### src/rtl/sr_flag_arbiter_pkg.sv
// Shared types for the SR flag arbiter: sequencer states and operation encodings.
package sr_flag_pkg;

  typedef enum logic [1:0] {
    ST_IDLE = 2'd0,
    ST_GNT  = 2'd1,
    ST_DRV  = 2'd2,
    ST_CHK  = 2'd3
  } sr_state_e;

  localparam logic OP_SET = 1'b1;
  localparam logic OP_CLR = 1'b0;

endpackage

### src/rtl/sr_flag_arbiter_if.sv
// Requester-side bundle of the SR flag arbiter: requests in, grant/completion out.
interface sr_flag_arbiter_if #(
  parameter int NREQ  = 4,
  parameter int NFLAG = 8
);
  localparam int IDXW = $clog2(NFLAG);
  localparam int IDW  = (NREQ > 1) ? $clog2(NREQ) : 1;

  // A requester holds req/req_op/req_idx stable until its one-cycle gnt pulse;
  // by the edge ending that cycle it drops req or presents a fresh request.
  // Completion comes back later as a one-cycle done with done_id/err qualified by it.
  logic [NREQ-1:0]      req;
  logic [NREQ-1:0]      req_op;
  logic [NREQ*IDXW-1:0] req_idx;
  logic [NREQ-1:0]      gnt;
  logic                 done;
  logic [IDW-1:0]       done_id;
  logic                 err;
  logic                 busy;

  modport master (
    output req, req_op, req_idx,
    input  gnt, done, done_id, err, busy
  );

  modport slave (
    input  req, req_op, req_idx,
    output gnt, done, done_id, err, busy
  );
endinterface

### src/rtl/sr_flag_arbiter_rr_pick.sv
// Combinational round-robin picker: first asserted request at or after ptr, wrapping.
module rr_pick #(
  parameter int NREQ = 4,
  parameter int IDW  = 2
) (
  input  logic [NREQ-1:0] req,
  input  logic [IDW-1:0]  ptr,
  output logic [IDW-1:0]  win_id,
  output logic            win_valid
);

  // Scan offsets from farthest to nearest so the nearest hit overwrites the rest.
  always_comb begin
    win_id    = '0;
    win_valid = 1'b0;
    for (int i = NREQ - 1; i >= 0; i--) begin
      int             c;
      logic [IDW-1:0] cand;
      c = int'(ptr) + i;
      if (c >= NREQ) c = c - NREQ;
      cand = IDW'(c);
      if (req[cand]) begin
        win_id    = cand;
        win_valid = 1'b1;
      end
    end
  end

endmodule

### src/rtl/sr_flag_arbiter.sv
// Round-robin arbiter/sequencer driving one-cycle set/clear strobes into a shared
// SR flag bank and reporting readback of the addressed flag.
module sr_flag_arbiter
  import sr_flag_pkg::*;
#(
  parameter int NREQ  = 4,
  parameter int NFLAG = 8
) (
  input  logic               clk,
  input  logic               rst,
  sr_flag_arbiter_if.slave   bus,
  output logic [NFLAG-1:0]   s,
  output logic [NFLAG-1:0]   r,
  input  logic [NFLAG-1:0]   q,
  output sr_state_e          state_dbg
);

  localparam int IDXW = $clog2(NFLAG);
  localparam int IDW  = (NREQ > 1) ? $clog2(NREQ) : 1;

  sr_state_e       state_q, state_d;
  logic [IDW-1:0]  id_q, id_d;
  logic            op_q, op_d;
  logic [IDXW-1:0] idx_q, idx_d;
  logic [IDW-1:0]  rr_ptr_q, rr_ptr_d;

  logic [IDW-1:0]  ptr_inc;
  logic [IDW-1:0]  pick_ptr;
  logic [IDW-1:0]  win_id;
  logic            win_valid;
  logic            win_op;
  logic [IDXW-1:0] win_idx;

  // In CHK the picker already sees the advanced pointer, so the requester
  // that just completed drops to lowest priority for the next pick.
  assign ptr_inc  = (id_q == IDW'(NREQ - 1)) ? '0 : id_q + 1'b1;
  assign pick_ptr = (state_q == ST_CHK) ? ptr_inc : rr_ptr_q;

  rr_pick #(
    .NREQ (NREQ),
    .IDW  (IDW)
  ) u_rr_pick (
    .req       (bus.req),
    .ptr       (pick_ptr),
    .win_id    (win_id),
    .win_valid (win_valid)
  );

  always_comb begin
    win_op  = OP_CLR;
    win_idx = '0;
    for (int k = 0; k < NREQ; k++) begin
      if (win_id == IDW'(k)) begin
        win_op  = bus.req_op[k];
        win_idx = bus.req_idx[k*IDXW +: IDXW];
      end
    end
  end

  always_ff @(posedge clk) begin
    if (rst) begin
      state_q  <= ST_IDLE;
      id_q     <= '0;
      op_q     <= OP_CLR;
      idx_q    <= '0;
      rr_ptr_q <= '0;
    end else begin
      state_q  <= state_d;
      id_q     <= id_d;
      op_q     <= op_d;
      idx_q    <= idx_d;
      rr_ptr_q <= rr_ptr_d;
    end
  end

  always_comb begin
    state_d  = state_q;
    id_d     = id_q;
    op_d     = op_q;
    idx_d    = idx_q;
    rr_ptr_d = rr_ptr_q;
    case (state_q)
      ST_IDLE: begin
        if (win_valid) begin
          id_d    = win_id;
          op_d    = win_op;
          idx_d   = win_idx;
          state_d = ST_GNT;
        end
      end
      ST_GNT:  state_d = ST_DRV;
      ST_DRV:  state_d = ST_CHK;
      ST_CHK: begin
        rr_ptr_d = ptr_inc;
        if (win_valid) begin
          id_d    = win_id;
          op_d    = win_op;
          idx_d   = win_idx;
          state_d = ST_GNT;
        end else begin
          state_d = ST_IDLE;
        end
      end
      default: state_d = ST_IDLE;
    endcase
  end

  // Outputs are pure decodes of the registered state, so reset clears them all.
  always_comb begin
    bus.gnt     = '0;
    bus.done    = 1'b0;
    bus.done_id = '0;
    bus.err     = 1'b0;
    bus.busy    = (state_q != ST_IDLE);
    s           = '0;
    r           = '0;
    case (state_q)
      ST_GNT: bus.gnt[id_q] = 1'b1;
      ST_DRV: begin
        if (op_q == OP_SET) s[idx_q] = 1'b1;
        else                r[idx_q] = 1'b1;
      end
      ST_CHK: begin
        bus.done    = 1'b1;
        bus.done_id = id_q;
        bus.err     = (q[idx_q] != op_q);
      end
      default: ;
    endcase
  end

  assign state_dbg = state_q;

endmodule

### src/flat_wrapper.sv
// flat-port wrapper written by rule: the top's interface ports become plain ports
module sr_flag_arbiter_flat import sr_flag_pkg::*;
#(
  parameter int NREQ  = 4,
  parameter int NFLAG = 8
)
  (clk, rst, s, r, q, state_dbg, bus_req, bus_req_op, bus_req_idx, bus_gnt, bus_done, bus_done_id, bus_err, bus_busy);
  sr_flag_arbiter_if #(.NREQ(NREQ), .NFLAG(NFLAG)) bus_i ();
  input  logic clk;
  input  logic rst;
  output logic [NFLAG-1:0] s;
  output logic [NFLAG-1:0] r;
  input  logic [NFLAG-1:0] q;
  output sr_state_e state_dbg;
  input wire logic [$bits(bus_i.req)-1:0] bus_req;
  input wire logic [$bits(bus_i.req_op)-1:0] bus_req_op;
  input wire logic [$bits(bus_i.req_idx)-1:0] bus_req_idx;
  output wire logic [$bits(bus_i.gnt)-1:0] bus_gnt;
  output wire logic [$bits(bus_i.done)-1:0] bus_done;
  output wire logic [$bits(bus_i.done_id)-1:0] bus_done_id;
  output wire logic [$bits(bus_i.err)-1:0] bus_err;
  output wire logic [$bits(bus_i.busy)-1:0] bus_busy;
  assign bus_i.req = bus_req;
  assign bus_i.req_op = bus_req_op;
  assign bus_i.req_idx = bus_req_idx;
  assign bus_gnt = bus_i.gnt;
  assign bus_done = bus_i.done;
  assign bus_done_id = bus_i.done_id;
  assign bus_err = bus_i.err;
  assign bus_busy = bus_i.busy;
  sr_flag_arbiter #(.NREQ(NREQ), .NFLAG(NFLAG)) u_core (.clk(clk), .rst(rst), .bus(bus_i), .s(s), .r(r), .q(q), .state_dbg(state_dbg));
endmodule
### config.mk
export PLATFORM = sky130hd
export DESIGN_NAME = sr_flag_arbiter_flat
export DESIGN_NICKNAME = d
export VERILOG_FILES = /design/src/rtl/sr_flag_arbiter_pkg.sv /design/src/rtl/sr_flag_arbiter_if.sv /design/src/rtl/sr_flag_arbiter_rr_pick.sv /design/src/rtl/sr_flag_arbiter.sv /design/src/flat_wrapper.sv
export SDC_FILE = /design/constraint.sdc
export NUM_CORES = 1
export LEC_CHECK = 0
export CELL_PAD_IN_SITES_DETAIL_PLACEMENT = 0
export CELL_PAD_IN_SITES_GLOBAL_PLACEMENT = 2
export CORE_MARGIN = 1.5
export CORE_UTILIZATION = 21
export CTS_CLUSTER_SIZE = 20
export DETAILED_ROUTE_END_ITERATION = 10
export GPL_TIMING_DRIVEN = 0
export PLACE_DENSITY = 0.86
export SKIP_CTS_REPAIR_TIMING = 1
export SKIP_LAST_GASP = 1
export SLEW_MARGIN = 15
export SYNTH_ARGS = -nofsm -noshare
export SYNTH_HDL_FRONTEND = slang
export SYNTH_SLANG_ARGS = --single-unit
### constraint.sdc
create_clock -name clk -period 4 [get_ports clk]
set_clock_uncertainty 0.2 [all_clocks]
set_input_delay 0.8 -clock clk [delete_from_list [all_inputs] [get_ports clk]]
set_output_delay 0.8 -clock clk [all_outputs]
set_load 0.05 [all_outputs]
==> impl_metrics.py <==
metrics = {
    "grt": {
        "grt_usage_pct": 10.8,
        "grt_pass1_vias": 957,
        "antenna_found_initial": 0,
        "grt_max_degree": 11,
        "grt-ovfl-total": 0,
        "grt_pass1_wl_mm": 4.44,
    },
    "power_and_ir_drop": {
        "peakVddDrop_mv": 0.167,
        "swShare_pct": 47.5,
        "pwr_density_cell_nw_per_um2": 550,
        "leakage_nw": 0.653,
        "clkPwrFrac_pct": 13.4,
        "power_mw": 0.934,
        "seq_power_share_pct": 17.8,
        "power.internal_mw": 0.490,
        "power_switching_mw": 0.443,
        "combinationalPowerShare_pct": 68.7,
    },
    "synthesis": {
        "synth_nets": 165,
        "syn-cell-area_sq_um": 1010,
        "ys_seq_area_share_pct": 19.8,
        "syn_avg_cell_area_sq_um": 8.04,
        "synth_cell_types": 35,
        "ys_warn_count": 0,
        "synth-seq-cells": 10,
        "synth_cells": 126,
    },
    "job": {
        "cap_violations": 0,
    },
    "setup_path": {
        "crit_path_end_kind": "primary output",
        "cp.buffers_inverters": 2,
        "path_delay_family": "buffers and inverters",
        "cp_common_cell": "clkdlybuf4s50_1",
        "max_stage_delay_ps": 810,
        "cp_max_fo": 1,
        "reg2reg_depth": 6,
        "critPathKind": "input pin to primary output",
        "cp.arrival_ps": 2660,
        "cp_slowest_cell": "clkdlybuf4s50_1",
        "required_ps": 3000,
        "crit_path_start_kind": "input pin",
        "critical_path_depth": 7,
        "cp_cell_sequence": "clkdlybuf4s50_1 > mux2i_1 > o211ai_1 > a22oi_1 > xor2_1 > nor2_1 > clkdlybuf4s50_1",
    },
    "detailed_routing": {
        "num_vias": 1090,
        "dr.pass1.iters": 4,
        "antenna_left": 0,
        "post_drt_wl_per_cell_microns": 11.8,
        "drc": 0,
        "dr.first_iter.drc_count": 45,
        "totalWireLength_mm": 2.83,
        "routed_via_density": 4.54,
    },
    "sta": {
        "finalSetupViolations": 0,
        "fin_crit_sh_pct": 91.4,
        "holdWs_ps": 315,
        "drv_slew": 0,
        "min_period_ps": 3660,
        "hold_viol": 0,
        "max_freq_ghz": 0.274,
        "relSlewSlack_pct": 42.0,
        "finalSetupTns_ps": 0,
        "rsz0062_at_grt": "false",
        "worstMarginPinSlew_ps": 862,
    },
    "clock_network": {
        "insertion_delay_ps": 230,
        "clkTransAtPathRegs_ps": 50,
        "clock_sinks": 10,
        "cts_inserted_buffers": 3,
        "root_buffer": "clkbuf_8",
        "cts_buffer_depth": 2,
        "cts_tree": "done",
        "h-tree-depth": 1,
    },
    "floorplan": {
        "dieHeight_microns": 72.5,
        "fp.dieArea_sq_um": 5250,
        "pin_count": 57,
        "die_x_microns": 72.5,
        "row_count": 25,
        "start_util_pct": 21.6,
        "core-area_sq_um": 4690,
    },
    "final_layout": {
        "num_antenna_cells": 0,
        "final_nets": 226,
        "fill_cells": 517,
        "syn2layout_area_growth_pct": 67.4,
        "drive_above_1_share_pct": 10.2,
    },
    "placed_design": {
        "hpwlAfterDp_mm": 2.31,
        "portBuffers": 56,
        "gp_congestion": 0.728,
    },
    "hold_path": {
        "hold_depth": 2,
        "hold_path_class": "flop to flop",
    },
    "status": {
        "outcome": "complete, no violations",
    },
}
power by group through the flow:
stage | logic, mW | registers [mW] | clock network (mW)
2_1_floorplan | 0.440 | 0.195 | 0
3_3_place_gp | 0.650 | 0.168 | 0
3_5_place_dp | 0.649 | 0.168 | 0
4_1_cts | 0.651 | 0.167 | 0.129
5_1_grt | 0.699 | 0.173 | 0.137
6_report | 0.642 | 0.167 | 0.125
through the flow:
| stage | utilization (%) | instance area, sq um | cells | worst slack (ps) |
|---|---|---|---|---|
| after floorplan | - | 1010 | 126 | 491 |
| after global placement | 35.0 | 1640 | 236 | 318 |
| after detailed placement | 35.0 | 1640 | 236 | 340 |
| after CTS | 36.2 | 1700 | 240 | 330 |
| after global routing | 36.2 | 1700 | 240 | 177 |
| final | 36.2 | 1700 | 240 | 345 |
tightest hold or removal path: cells and delay by family (launching register included):
| kind | cells | cell delay (ps) |
|---|---|---|
| and+or+nand+nor | 1 | 70 |
| AOI/OAI and AO/OA | 1 | 60 |
| DFF | 1 | 340 |
cell type report:
| type | instances | area (sq um) | share of cell area (%) |
|---|---|---|---|
| Tap cell | 54 | 67.6 | 3.98 |
| Timing Repair Buffer | 56 | 561 | 33.0 |
| Clock buffer | 4 | 55.1 | 3.24 |
| Multi-Input combinational cell | 101 | 718 | 42.3 |
| Inverter | 8 | 30.0 | 1.77 |
| Sequential cell | 10 | 200 | 11.8 |
| Buffer | 7 | 65.1 | 3.83 |
cells in the final DEF (no fill, tap or decap), drive strengths merged, types with 3 or more instances in the layout:
cell type      netlist  layout
a21oi                3       3
and2                 4       4
buf                  3       3
clkbuf               4       8
clkdlybuf4s50        0      56
dfxtp               10      10
ha                   9       9
inv                  8       8
mux2i               12      12
nand2                6       6
nand3                3       3
nand3b               8       8
nor2                21      21
nor3                 4       4
o21ai                3       3
o221ai               4       4
cell usage after synthesis:
cell	number	area share, %
or2b_2	1	0.86
or3b_2	1	0.86
dfxtp_1	10	20
a211oi_1	1	0.74
or2_2	1	0.62
mux2_2	2	2.2
inv_1	8	3.0
nor3_1	4	2.0
ha_1	9	11
or3_2	1	0.74
clkbuf_8	2	2.7
a22oi_1	2	1.5
buf_6	2	2.2
nor2b_1	2	1.2
a21oi_1	3	1.5
nand3_1	3	1.5
nand2b_1	1	0.62
mux2i_1	12	12
and2_1	4	2.5
o21ai_0	3	1.5
clkbuf_1	2	0.74
a21o_2	1	0.86
buf_4	1	0.74
nand4_1	2	1.2
or4_4	1	1.1
a211oi_2	1	1.2
nand3b_1	8	5.9
or3b_4	1	1.1
nor2_1	21	7.8
o2111ai_1	2	1.7
o221ai_1	4	3.5
xor2_1	1	0.86
nand2_1	6	2.2
o211ai_1	2	1.5
nor4_1	1	0.62
flip-flops by register name, summed over array words and instances, names as in the netlist:
name	count
u_core.id_q	2
u_core.idx_q	3
u_core.rr_ptr_q	2
u_core.state_dbg	2
u_core.op_q	1
final timing paths:
kind | startpoint | endpoint | slack (ps)
worst min-delay path | u_core.id_q[1]$_SDFFE_PP0P_ | u_core.id_q[1]$_SDFFE_PP0P_ | 320
worst max-delay path | q[1] | bus_err | 340
worst max register to register | u_core.state_dbg[0]$_SDFFE_PP0P_ | u_core.idx_q[0]$_SDFFE_PP0P_ | 1460
worst min register to register | u_core.id_q[1]$_SDFFE_PP0P_ | u_core.id_q[1]$_SDFFE_PP0P_ | 320
logic make-up after synthesis:
logic type	count (synthesis)	synth area share, %
DFF	10	19.8
and+or+nand+nor	58	30.9
buffers and inverters	15	9.38
xor gates and xnor gates	1	0.864
muxes	14	14.1
AOI/OAI and AO/OA	19	13.9
adders and majority gates	9	11.1
per-layer routing:
metal | GRT usage (%) | up-vias | wire length (microns)
met5 | 0 | - | 0
met4 | 5.03 | 0 | 21
li1 | - | 568 | -
met2 | 16.2 | 27 | 1270
met1 | 15.2 | 493 | 1400
met3 | 1.67 | 2 | 133
Note: power is estimated with default switching activity, not from simulation.
